$ cat src/rtl/fu_busy_scheduler_int_pkg.sv
// Shared latency constants, FSM encodings and parameter legality check for the
// integer mul/div occupancy tracker.
package fu_busy_scheduler_int_pkg;

   localparam int ISSUE_WIDTH_INT = 4;
   localparam int MUL_LAT_INT     = 3;
   localparam int DIV_LAT_INT     = 8;

   localparam logic [0:0] ST_IDLE    = 1'b0;
   localparam logic [0:0] ST_DIV_RUN = 1'b1;

   // The divider must finish strictly after any multiply issued in the same
   // cycle, so the two writebacks on one port can never land together.
   function automatic bit lat_legal(input int mul_lat, input int div_lat);
      return (mul_lat >= 1) && (mul_lat <= 8) &&
             (div_lat >= 2) && (div_lat <= 64) &&
             (div_lat > mul_lat);
   endfunction

endpackage

$ cat src/rtl/fu_busy_scheduler_int_port.sv
// One issue port: divider FSM + down-counter and multiplier token shift register.
// All outputs are flops computed from next-state; flush clears everything on the next edge.
module fu_busy_scheduler_int_port
   import fu_busy_scheduler_int_pkg::*;
#(
   parameter int MUL_LAT = MUL_LAT_INT,
   parameter int DIV_LAT = DIV_LAT_INT
) (
   input  logic clock,
   input  logic reset,
   input  logic issue_valid,
   input  logic issue_is_mul,
   input  logic issue_is_div,
   input  logic flush,
   output logic ex_busy,
   output logic mul_wb_valid,
   output logic div_wb_valid
);

   localparam int CW = $clog2(DIV_LAT + 1);

   logic [0:0]         state, state_nxt;
   logic [CW-1:0]      cnt, cnt_nxt;
   logic [MUL_LAT-1:0] mul_sr, mul_sr_nxt;
   logic               div_wb_nxt;
   logic               mul_busy_nxt;
   logic               take, take_div, take_mul;

   // A conflicting mul+div uop is handled as a divide.
   assign take     = issue_valid && !flush && !ex_busy;
   assign take_div = take && issue_is_div;
   assign take_mul = take && issue_is_mul && !issue_is_div;

   always_comb begin
      state_nxt  = state;
      cnt_nxt    = cnt;
      div_wb_nxt = 1'b0;
      if (flush) begin
         state_nxt = ST_IDLE;
         cnt_nxt   = '0;
      end else if (state == ST_DIV_RUN) begin
         if (cnt == '0) begin
            state_nxt = ST_IDLE;
         end else begin
            cnt_nxt = cnt - CW'(1);
         end
         div_wb_nxt = (cnt == CW'(1));
      end else if (take_div) begin
         state_nxt = ST_DIV_RUN;
         cnt_nxt   = CW'(DIV_LAT - 1);
      end
   end

   // Top bit of the shift register is the writeback flop itself.
   assign mul_sr_nxt = flush ? '0 : ((mul_sr << 1) | MUL_LAT'(take_mul));

   if (MUL_LAT >= 2) begin : g_mul_busy
      assign mul_busy_nxt = mul_sr_nxt[MUL_LAT-2];
   end else begin : g_no_mul_busy
      assign mul_busy_nxt = 1'b0;
   end

   always_ff @(posedge clock or posedge reset) begin
      if (reset) begin
         state        <= ST_IDLE;
         cnt          <= '0;
         mul_sr       <= '0;
         ex_busy      <= 1'b0;
         div_wb_valid <= 1'b0;
      end else begin
         state        <= state_nxt;
         cnt          <= cnt_nxt;
         mul_sr       <= mul_sr_nxt;
         ex_busy      <= (state_nxt == ST_DIV_RUN) | mul_busy_nxt;
         div_wb_valid <= div_wb_nxt;
      end
   end

   assign mul_wb_valid = mul_sr[MUL_LAT-1];

   assert property (@(posedge clock) disable iff (reset)
                    !(issue_valid && !flush && ex_busy))
      else $warning("fu_busy port: issue to a busy port ignored");

   assert property (@(posedge clock) disable iff (reset)
                    !(issue_valid && issue_is_mul && issue_is_div))
      else $warning("fu_busy port: mul and div both set, handled as div");

endmodule

$ cat src/rtl/fu_busy_scheduler_int.sv
// Per-port mul/div occupancy tracker feeding ex_busy to issue_queue_int and
// writeback-slot pulses to the mul/div result muxes; ports are independent.
module fu_busy_scheduler_int
   import fu_busy_scheduler_int_pkg::*;
#(
   parameter int ISSUE_WIDTH = ISSUE_WIDTH_INT,
   parameter int MUL_LAT     = MUL_LAT_INT,
   parameter int DIV_LAT     = DIV_LAT_INT
) (
   input  logic                   clock,
   input  logic                   reset,
   input  logic [ISSUE_WIDTH-1:0] issue_valid,
   input  logic [ISSUE_WIDTH-1:0] issue_is_mul,
   input  logic [ISSUE_WIDTH-1:0] issue_is_div,
   input  logic                   flush,
   output logic [ISSUE_WIDTH-1:0] ex_busy,
   output logic [ISSUE_WIDTH-1:0] mul_wb_valid,
   output logic [ISSUE_WIDTH-1:0] div_wb_valid
);

   if (!lat_legal(MUL_LAT, DIV_LAT) || (ISSUE_WIDTH < 1)) begin : g_bad_params
      $error("fu_busy_scheduler_int: illegal ISSUE_WIDTH/MUL_LAT/DIV_LAT combination");
   end

   for (genvar p = 0; p < ISSUE_WIDTH; p++) begin : g_port
      fu_busy_scheduler_int_port #(
         .MUL_LAT (MUL_LAT),
         .DIV_LAT (DIV_LAT)
      ) u_port (
         .clock        (clock),
         .reset        (reset),
         .issue_valid  (issue_valid[p]),
         .issue_is_mul (issue_is_mul[p]),
         .issue_is_div (issue_is_div[p]),
         .flush        (flush),
         .ex_busy      (ex_busy[p]),
         .mul_wb_valid (mul_wb_valid[p]),
         .div_wb_valid (div_wb_valid[p])
      );
   end

endmodule

$ cat config.mk
export PLATFORM = sky130hd
export DESIGN_NAME = fu_busy_scheduler_int
export DESIGN_NICKNAME = d
export VERILOG_FILES = /design/src/rtl/fu_busy_scheduler_int_pkg.sv /design/src/rtl/fu_busy_scheduler_int_port.sv /design/src/rtl/fu_busy_scheduler_int.sv
export SDC_FILE = /design/constraint.sdc
export NUM_CORES = 1
export LEC_CHECK = 0
export ABC_CLOCK_PERIOD_IN_PS = 2000
export BUFFER_PORTS_ARGS = -buffer_cell sky130_fd_sc_hd__buf_2
export CAP_MARGIN = 0
export CORE_UTILIZATION = 41
export DETAILED_ROUTE_END_ITERATION = 8
export GPL_TIMING_DRIVEN = 0
export PLACE_DENSITY = 0.64
export SETUP_SLACK_MARGIN = 0.4
export SLEW_MARGIN = 30
export SYNTH_ARGS = -nofsm -noshare
export SYNTH_HDL_FRONTEND = slang
export SYNTH_SLANG_ARGS = --single-unit
$ cat constraint.sdc
create_clock -name clock -period 2 [get_ports clock]
set_input_delay 0.2 -clock clock [delete_from_list [all_inputs] [get_ports clock]]
set_output_delay 0.2 -clock clock [all_outputs]
set_load 0.01 [all_outputs]
### Word level (Yosys, flattened, before mapping)

Cells that the tools add are included.

* register bits: 40

* bitwise logic cells: 8
* reductions and logical operators: 41
* mux-type cells: 44
* add/subtract/negate cells: 4
* eq/ne operators: 8

Operators with widths (count)
* 4-bit two-way mux: 16
* 1-bit two-way mux: 24
* 1-bit logical AND: 20
* 4-bit by 1-bit == test with 1-bit output, second input constant: 4
* 4-bit zero test: 4
* 4-bit by 1-bit subtractor with 4-bit output, second input constant: 4
* 3-bit two-way mux: 4
* 3-bit != test, second input constant: 4
* 3-bit by 1-bit bitwise OR with 3-bit output: 4
* 3-bit nonzero test: 4
* 1-bit zero test: 9
* 2-bit AND reduction: 4
* 1-bit bitwise OR: 4

### Logic depth before layout (Yosys ltp)

Gate-level depths: netlist (run 1).

* depth in word-level cells: 8
* gate-level depth with buffers: 5
* depth with buffers taken out: 5

### Hierarchy

Synthesis (run 1) repeated with hierarchy kept, for this count alone.

* cell total of the unflattened synthesis: 164
* area total of the unflattened synthesis: 1831.8 um2

By module, submodules not included
* fu_busy_scheduler_int_port: times used 4, cells an instance 41, area an instance 457.9 um2

### Least setup slack after synthesis (run 1)

No wires, ideal clock.

* path type: register -> register
* start point: reg g_port[1].u_port.cnt[0]
* end point: reg g_port[1].u_port.cnt[3]
* data arrival time: 1.316 ns
* period minus slack after synthesis: 1.398 ns
* cell stages (with the launch flop): 5
* slack: 0.602 ns
* setup time: 0.082 ns
* path through: dfrtp_1 inv_1 ha_1 or4_1 a31oi_1

* cells in the longest elaborated chain, start to end: 4

RTL lines
* start: declaration: RTL line fu_busy_scheduler_int_port.sv:23 `logic [CW-1:0] cnt, cnt_nxt;`
* start signal: assignment: RTL line fu_busy_scheduler_int_port.sv:72 `cnt <= cnt_nxt;`
* 4-bit by 1-bit subtractor with 4-bit output: RTL line fu_busy_scheduler_int_port.sv:45 `cnt_nxt = cnt - CW'(1);`
* 4-bit two-way mux: RTL line fu_busy_scheduler_int_port.sv:42 `if (cnt == '0) begin`
* 4-bit two-way mux: RTL line fu_busy_scheduler_int_port.sv:41 `end else if (state == ST_DIV_RUN) begin`
* 4-bit two-way mux: RTL line fu_busy_scheduler_int_port.sv:38 `if (flush) begin`

Parallel ways exist; a longest one is shown, timed or not. The select of a mux whose other input is x is not followed.
A chain may end at the register's enable or synchronous reset.

### Worst setup path in the final report (run 1)

Same ends and word-level chain as after synthesis.

==> metrics, run 1 <==
run status finished with violations; failing checks DRC; worst endpoint data arrival time around 1700 ps; fraction of synthesized cell area taken by the top area cell type 0.5099; drt initial violations 99; grt peak-use layer met2; RR Endpoint g_port[1].u_port.cnt[3]$_DFFE_PP0P_; CP max stage delay around 540 ps; final setup violation count 0; Critical Setup Path Class flip-flop to flip-flop; Worst Hold Endpoint g_port[1].u_port.mul_sr[0]$_DFF_PP0_; Sink Count 40; num rows 24; core region area roughly 4500 sq um; fin util 0.5151; fin crit period approximately 1500 ps; fmax approximately 0.66 GHz; fillcell total 415; unrepaired setup endpoints after global routing no; Cells after Synth 183; Placer Congestion between 0.8 and 0.9; clock slew at reported path FFs ~80 ps; Final Skew 7.899 ps; final wirelength ~3700 microns; Setup crit end kind flip-flop; vias 1427; grt met3 use 0.03846; crit path launch type flip-flop; met1 usage 0.2096; area leader, netlist dfrtp_1; Ant. Diodes 0; Area contributors post-synth dfrtp_1 (51%), ha_1 (5.1%), buf_4 (4.6%); HP Start issue_is_div[1]; maximum vdd drop roughly 0.46 mV; worst path required time about 2200 ps; WL/cell between 10 and 15 microns; routed vias/inst between 5 and 6; # DRC 2; max-cap viol count 0; leakage 1.107 nW; largest net degree at the start of global routing 22; die width 71.20 microns; worst hold path class primary input to flip-flop; Area Growth Syn to Fin 17.40%; Total Power 1.779 mW; setup repair bufs after CTS 0; Die Y-Extent between 70 and 80 microns; fin crit share 0.7520; Fin. Hold Viols 0; Syn. warnings 0; slowest stage cell, crit path or4_1; first-pass GRT wire length about 6400 microns; Rel. slew slack 0.6259; clk buf depth 2; Die ar. ~5100 sq um; Synth Cell Area 1963 sq um; share of cells above drive strength 1 0.2374; GR Util All Layers 0.1655; Yosys cell types 39; IO buf count 26; Seq/Total Area, Yosys 0.5099; max-slew violations 0; Slew @ Worst Pin 561.2 ps; CTS tree done; Clock Tree Root clkbuf_8; Initial Util 0.4388; 1st-pass router iterations 6; syn_nets 206; Mean Syn Cell Area approximately 11 sq um; cells along the critical path inv_1 > ha_1 > or4_1 > a31oi_1; number of cells on the worst reg-to-reg path 4; r2r startpoint g_port[1].u_port.cnt[0]$_DFFE_PP0P_; Yosys reg bits 40; pwr/cell area about 770 nW/um^2; antenna violations before repair 0; TNS Setup 0 ps; I/O Pins 27; Antenna Violating Nets Remaining 0; met2 usage 0.2741; Clk Latency, worst-skew pair around 290 ps; Final #Nets roughly 240; Overflow after GRT 0; DP HPWL around 2600 microns; CP startpoint g_port[1].u_port.cnt[0]$_DFFE_PP0P_; H-Tree Depth 2; number of global-route vias before repair approximately 1400; non-filler instance count after layout roughly 270; Num CTS Buffers 5; Hold Path Depth 2; Crit Path Max Fanout 6; Inst Count DP about 260; FF-to-FF setup slack about 500 ps
## kinds of logic (layout without fill, tap and decap cells)
group                      Yosys count  after routing  synth area share
and+or+nand+nor                     70             70            0.2422
DFF                                 40             40            0.5099
AOI/OAI and AO/OA                   33             33            0.1115
buffers and inverters               32             68           0.08541
adders and majority gates            8              8           0.05099
## worst max-delay path: cells and delay by family, from the launching register on
kind / cells / cell delay, ps
compound gates: 1 / 190
buf+inv: 1 / 50
simple gates: 1 / 540
fa+ha+maj: 1 / 230
flops: 1 / 410
## worst max-delay path by stage
stage          depth (start not counted)                             endpoint  slack (ps)
3_5_place_dp                           4   g_port[3].u_port.ex_busy$_DFF_PP0_         350
4_1_cts                                4  g_port[1].u_port.cnt[3]$_DFFE_PP0P_         440
2_1_floorplan                          4  g_port[1].u_port.cnt[3]$_DFFE_PP0P_         600
6_report                               4  g_port[1].u_port.cnt[3]$_DFFE_PP0P_         500
5_1_grt                                5  g_port[2].u_port.cnt[1]$_DFFE_PP0P_         410
3_3_place_gp                           2  g_port[0].u_port.cnt[3]$_DFFE_PP0P_         320
## per-layer routing
layer,part of all wire,vias up
met3,0.026,7
met5,0,-
met2,0.48,29
met1,0.47,677
met4,0.016,0
li1,-,714
## power breakdown
part           internal (mW)  switching (mW)  leakage [nW]
sequential             0.849          0.0319         0.545
combinational          0.113           0.138         0.508
clock                  0.370           0.276        0.0552
## area by class of cell
cell class / instances / area [sq um] / share of cell area
Sequential cell: 40 / 1002 / 0.4349
Clock inverter: 2 / 35.03 / 0.01520
Tap cell: 52 / 65.06 / 0.02823
Inverter: 12 / 45.04 / 0.01954
Clock buffer: 6 / 72.57 / 0.03149
Buffer: 20 / 122.6 / 0.05320
Timing Repair Buffer: 28 / 167.7 / 0.07275
Multi-Input combinational cell: 111 / 794.5 / 0.3447
## flip-flops by register name, summed over array words and instances, names as in the netlist
register,count
g_port.u_port.state,4
g_port.u_port.ex_busy,4
g_port.u_port.mul_sr,12
g_port.u_port.cnt,16
g_port.u_port.div_wb_valid,4
## cells in the mapped netlist
library cell / count
dfrtp_1: 40
nor2_1: 16
buf_4: 12
inv_1: 10
a21oi_1: 8
ha_1: 8
nor2b_1: 8
a31o_1: 5
a31oi_1: 5
clkbuf_1: 5
nand2_1: 5
nand4bb_1: 5
and4b_1: 4
nor3_1: 4
o21ai_1: 4
o21bai_1: 4
a221oi_1: 3
nor4bb_1: 3
or3b_1: 3
and3_1: 2
buf_2: 2
clkinv_1: 2
nand2b_1: 2
nand3_1: 2
nand3b_1: 2
nand4b_1: 2
nor4_1: 2
o211ai_1: 2
or3_1: 2
or4_1: 2
a21boi_0: 1
and3b_1: 1
and4b_2: 1
and4bb_1: 1
buf_1: 1
nand4bb_2: 1
nor3b_1: 1
o21ai_0: 1
or4b_1: 1
## cell usage in the layout, fill, tap and decap left out, drive strengths merged, types with 4 or more instances in the layout
cell type	instances
nor2b	8
nand2	5
nor2	16
nor3	4
a31o	5
clkbuf	11
o21bai	4
nand4bb	6
a21oi	8
and4b	5
dfrtp	40
buf	42
o21ai	5
a31oi	5
inv	10
ha	8
## per-stage QoR
step / hold slack, ps / setup WS [ps] / cell area (sq um)
after floorplan: 266.4 / 602.4 / 1963
after global placement: 371.5 / 319.4 / 2158
after detailed placement: 258.2 / 345.4 / 2186
after CTS: 56.09 / 444.4 / 2303
after global routing: 50.60 / 412.1 / 2305
final: 62.17 / 496.0 / 2305
## what timing repair did
| action | 4_1_cts | 5_1_grt |
|---|---|---|
| resized for setup | 0 | 1 |
| hold endpoints to repair | 20 | 0 |
| hold buffers | 1 | 0 |
| endpoints found under the setup margin | 0 | 1 |
Power figures use the tool's default switching activity.
==> run 2: changes to the inputs <==
- ABC_CLOCK_PERIOD_IN_PS: 2000 -> 1500
- clock period: 2 -> 1.5 ns (I/O delays scaled with it)
==> metrics, run 2 (synthesis results as in run 1) <==
pwr/cell area 916.5 nW/um^2; Slew @ Worst Pin roughly 540 ps; first-pass GRT wire length 7148 microns; Critical Setup Path Class flip-flop to flip-flop; failing checks DRC; worst hold path class primary input to flip-flop; CTS tree done; Num CTS Buffers 5; GR Util All Layers 0.1858; IO buf count 26; I/O Pins 27; footprint of the multi-input gates approximately 1000 sq um; Fin. Hold Viols 0; crit path launch type flip-flop; Antenna Violating Nets Remaining 0; Largest register FFs 16; number of global-route vias before repair around 1500; worst hold slack 8.686 ps; worst setup margin roughly 53 ps; FF-to-FF setup slack 50 ps; Die Y-Extent 71.20 microns; final wirelength approximately 4400 microns; worst path required time between 1500 and 2000 ps; share of cells above drive strength 1 0.4538; routed vias/inst approximately 5.4; vias 1567; Area Growth Syn to Fin 38.18%; number of cells on the worst reg-to-reg path 3; clock slew at reported path FFs ~80 ps; sequential cell area ~1000 sq um; core region area between 4000 and 5000 sq um; run status finished with violations; Ant. Diodes 0; Clk Latency, worst-skew pair a little under 300 ps; Final Skew about 4.8 ps; num rows 24; Initial Util 0.4388; fillcell total around 360; largest net degree at the start of global routing 24; DP HPWL around 2700 microns; fmax ~0.69 GHz; fin util 0.6063; Regs by FF count g_port.u_port.cnt (16), g_port.u_port.mul_sr (12); drt initial violations 50; CP endpoint g_port[1].u_port.cnt[3]$_DFFE_PP0P_; Setup crit end kind flip-flop; clk buf depth 2; unrepaired setup endpoints after global routing yes; non-filler instance count after layout between 200 and 300; fin crit period about 1400 ps; slowest stage cell, crit path or4_1; maximum vdd drop ~0.57 mV; die width 71.20 microns; CP max stage delay between 400 and 500 ps; final instance area 2713 sq um; max-cap viol count 0; WL/cell roughly 15 microns; fin crit share 0.9646; Reg with most FFs g_port.u_port.cnt; # DRC 1; r2r startpoint g_port[1].u_port.cnt[1]$_DFFE_PP0P_; placed cell area between 2000 and 2500 sq um; Rel. slew slack 0.6385; max-slew violations 0; Placer Congestion approximately 0.77; Crit Path Max Fanout 2; highest-count cells in the layout ignoring fill and taps dfrtp_1 (39), buf_4 (27), buf_2 (23), nor2_1 (16); antenna violations before repair 0; Inst Count DP ~260; Clock Tree Root clkbuf_8; leakage around 1.3 nW; post-place setup slack -103.5 ps; cells along the critical path or3_1 > or4_1 > a31oi_1; worst endpoint data arrival time 1670 ps; Die ar. around 5000 sq um; CP startpoint g_port[1].u_port.cnt[1]$_DFFE_PP0P_; commonest non-fill, non-tap cell in the layout dfrtp_1; Sink Count 40; Overflow after GRT 0; Final #Nets between 200 and 300; HP Start issue_is_div[1]; 1st-pass router iterations 6; H-Tree Depth 2; final setup violation count 0; RR Endpoint g_port[1].u_port.cnt[3]$_DFFE_PP0P_
-- run 2: timing repair --
item	4_1_cts	5_1_grt
resized for setup	35	17
endpoints found under the hold margin	22	0
hold buffers	1	0
pin swaps	10	12
setup buffers	16	3
endpoints found under the setup margin	29	30
-- run 2: worst min path at each step --
stage / endpoint / slack, ps / cells past startpoint
3_3_place_gp: g_port[1].u_port.mul_sr[0]$_DFF_PP0_ / 320 / 2
2_1_floorplan: g_port[0].u_port.mul_sr[0]$_DFF_PP0_ / 220 / 1
4_1_cts: g_port[1].u_port.mul_sr[0]$_DFF_PP0_ / 4 / 2
5_1_grt: g_port[1].u_port.mul_sr[0]$_DFF_PP0_ / 10 / 2
3_5_place_dp: g_port[2].u_port.cnt[0]$_DFFE_PP0P_ / 220 / 2
6_report: g_port[1].u_port.mul_sr[0]$_DFF_PP0_ / 9 / 2
-- run 2: final cells by class --
type / instances / share of cell area
flip-flops and latches: 40 / 0.3695
multi-input cells: 111 / 0.3690
repair buffers: 47 / 0.1264
plain buffers: 20 / 0.06042
clock buffers: 6 / 0.03044
well taps: 52 / 0.02399
inverters: 12 / 0.01661
clock inverters: 2 / 0.003690
-- run 2: power breakdown --
part           switching (mW)  total, mW  internal, mW
sequential             0.0463       1.18          1.13
combinational           0.262      0.562         0.300
clock                   0.378      0.745         0.367
total                   0.687       2.49          1.80
-- run 2: per-stage QoR --
step,setup TNS (ps),total power [mW]
after floorplan,0,1.442
after global placement,-4111,1.536
after detailed placement,-772.1,1.552
after CTS,0,2.431
after global routing,0,2.605
final,0,2.486
-- run 2: worst max-delay path: cells and delay by family, from the launching register on --
kind | cells | cell delay [ps]
AO/OA/AOI/OAI | 1 | 140
flip-flops | 1 | 400
AND/OR/NAND/NOR | 2 | 830
-- run 2: metal layers --
metal	share of wire	GRT usage	vias up
li1	-	-	753
met1	0.43	0.2174	783
met2	0.53	0.3323	23
met3	0.027	0.03704	8
met4	0.018	0.07556	0
met5	0	0	-
==> run 3: changes to the inputs <==
- ABC_CLOCK_PERIOD_IN_PS: 1500 -> 1900
- CTS_BUF_LIST: not set -> sky130_fd_sc_hd__clkbuf_4 sky130_fd_sc_hd__clkbuf_8
- clock period: 1.5 -> 1.9 ns (I/O delays scaled with it)
==> metrics, run 3 (synthesis results as in run 1) <==
Regs by FF count g_port.u_port.cnt (16), g_port.u_port.mul_sr (12); Largest register FFs 16; CP delay by family, top simple AND/OR/NAND/NOR gates; slowest stage cell, crit path dfrtp_1; max-cap viol count 0; Ant. Diodes 0; Crit Path Max Fanout 4; I/O Pins 27; worst hold slack about 52 ps; worst path required time approximately 2100 ps; # DRC 2; final wirelength 3865 microns; number of global-route vias before repair approximately 1400; CTS tree done; Num CTS Buffers 5; fin crit period roughly 1500 ps; Overflow after GRT 0; Die ar. around 5100 sq um; Final #Nets ~250; Sink Count 40; final instance area 2366 sq um; core region area about 4500 sq um; Placer Congestion between 0.8 and 0.9; Inst Count DP around 260; Clock Tree Root clkbuf_8; highest-count cells in the layout ignoring fill and taps dfrtp_1 (39), buf_2 (28), nor2_1 (16), buf_4 (16), inv_1 (9); fin util 0.5288; Die Y-Extent approximately 71 microns; Antenna Violating Nets Remaining 0; Area Growth Syn to Fin 20.52%; IO buf count 26; first-pass GRT wire length 6541 microns; Clk Latency, worst-skew pair 290 ps; WL/cell around 14 microns; Total Power 1.909 mW; failing checks DRC; CP max stage delay about 420 ps; final setup violation count 0; worst hold path class primary input to flip-flop; worst endpoint data arrival time 1670 ps; fin crit share 0.7705; run status finished with violations; Slew @ Worst Pin between 600 and 700 ps; unrepaired setup endpoints after global routing yes; Rel. slew slack 0.5896; 1st-pass router iterations 6; Final Skew 8.422 ps; fmax between 0.6 and 0.7 GHz; placed cell area 2186 sq um; maximum vdd drop about 0.5 mV; H-Tree Depth 2; CP bufs+invs 0; post-place setup slack between 200 and 300 ps; die width 71.20 microns; Setup crit end kind flip-flop; pwr/cell area approximately 810 nW/um^2; cells along the critical path or3_1 > or4_1 > a31oi_1; non-filler instance count after layout ~280; clock slew at reported path FFs 80 ps; fillcell total about 410; largest net degree at the start of global routing 22; clk buf depth 2; crit path launch type flip-flop; GR Util All Layers 0.1692; Reg with most FFs g_port.u_port.cnt; antenna violations before repair 0; routed vias/inst around 5.3; Critical Setup Path Class flip-flop to flip-flop; vias 1469; DP HPWL approximately 2600 microns; Initial Util 0.4388; worst setup margin between 400 and 500 ps; drt initial violations around 110; leakage around 1.1 nW; num rows 24; Fin. Hold Viols 0; TNS Setup 0 ps; max-slew violations 0; commonest non-fill, non-tap cell in the layout dfrtp_1; share of cells above drive strength 1 0.2825
[run 3: changes by cell type in the layout (fill, tap and decap cells not counted), moves of 4 or more]
cell,change
buf_6,-9
buf_4,-11
a21oi_1,+4
buf_2,+5
ha_4,-4
nand4bb_4,-4
inv_1,+8
clkbuf_1,+5
inv_2,-8
a21oi_2,-4
[run 3: repair_timing]
| action | in CTS | in global routing |
|---|---|---|
| buffers inserted | 2 | 2 |
| hold endpoints to repair | 20 | 0 |
| pin swaps | 0 | 2 |
| gates resized for setup | 0 | 7 |
| setup endpoints to repair | 1 | 9 |
| hold buffers | 1 | 0 |
[run 3: path summary, 6_finish.rpt]
check / cells after the start / slack, ps / to / from
max in group asynchronous: 4 / 970 / g_port[3].u_port.state$_DFF_PP0_ / reset
hold reg to reg: 1 / 470 / g_port[2].u_port.mul_sr[2]$_DFF_PP0_ / g_port[2].u_port.mul_sr[1]$_DFF_PP0_
min in group asynchronous: 3 / 470 / g_port[2].u_port.mul_sr[0]$_DFF_PP0_ / reset
setup / recovery: 3 / 440 / g_port[1].u_port.cnt[3]$_DFFE_PP0P_ / g_port[1].u_port.cnt[2]$_DFFE_PP0P_
hold / removal: 2 / 50 / g_port[1].u_port.mul_sr[0]$_DFF_PP0_ / issue_is_div[1]
setup reg to reg: 3 / 440 / g_port[1].u_port.cnt[3]$_DFFE_PP0P_ / g_port[1].u_port.cnt[2]$_DFFE_PP0P_
[run 3: cell type report]
type / count / area (sq um) / share of cell area
clock buffers: 6 / 76.32 / 0.03226
well taps: 52 / 65.06 / 0.02750
repair buffers: 32 / 197.7 / 0.08355
clock inverters: 2 / 35.03 / 0.01481
flip-flops and latches: 40 / 1002 / 0.4236
plain buffers: 20 / 122.6 / 0.05182
inverters: 12 / 45.04 / 0.01904
multi-input cells: 111 / 822.0 / 0.3474
[run 3: power breakdown]
group          internal (mW)  switching (mW)  total [mW]
Combinational          0.134           0.153       0.287
Clock                  0.404           0.292       0.696
Sequential             0.893          0.0328       0.926
Total                   1.43           0.478        1.91
[run 3: layer usage]
metal,global-route usage,wire length [microns],part of all wire
met1,0.2106,1793,0.46
met5,0,0,0
met2,0.2815,1890,0.49
met4,0.07556,74,0.019
met3,0.03846,106,0.027
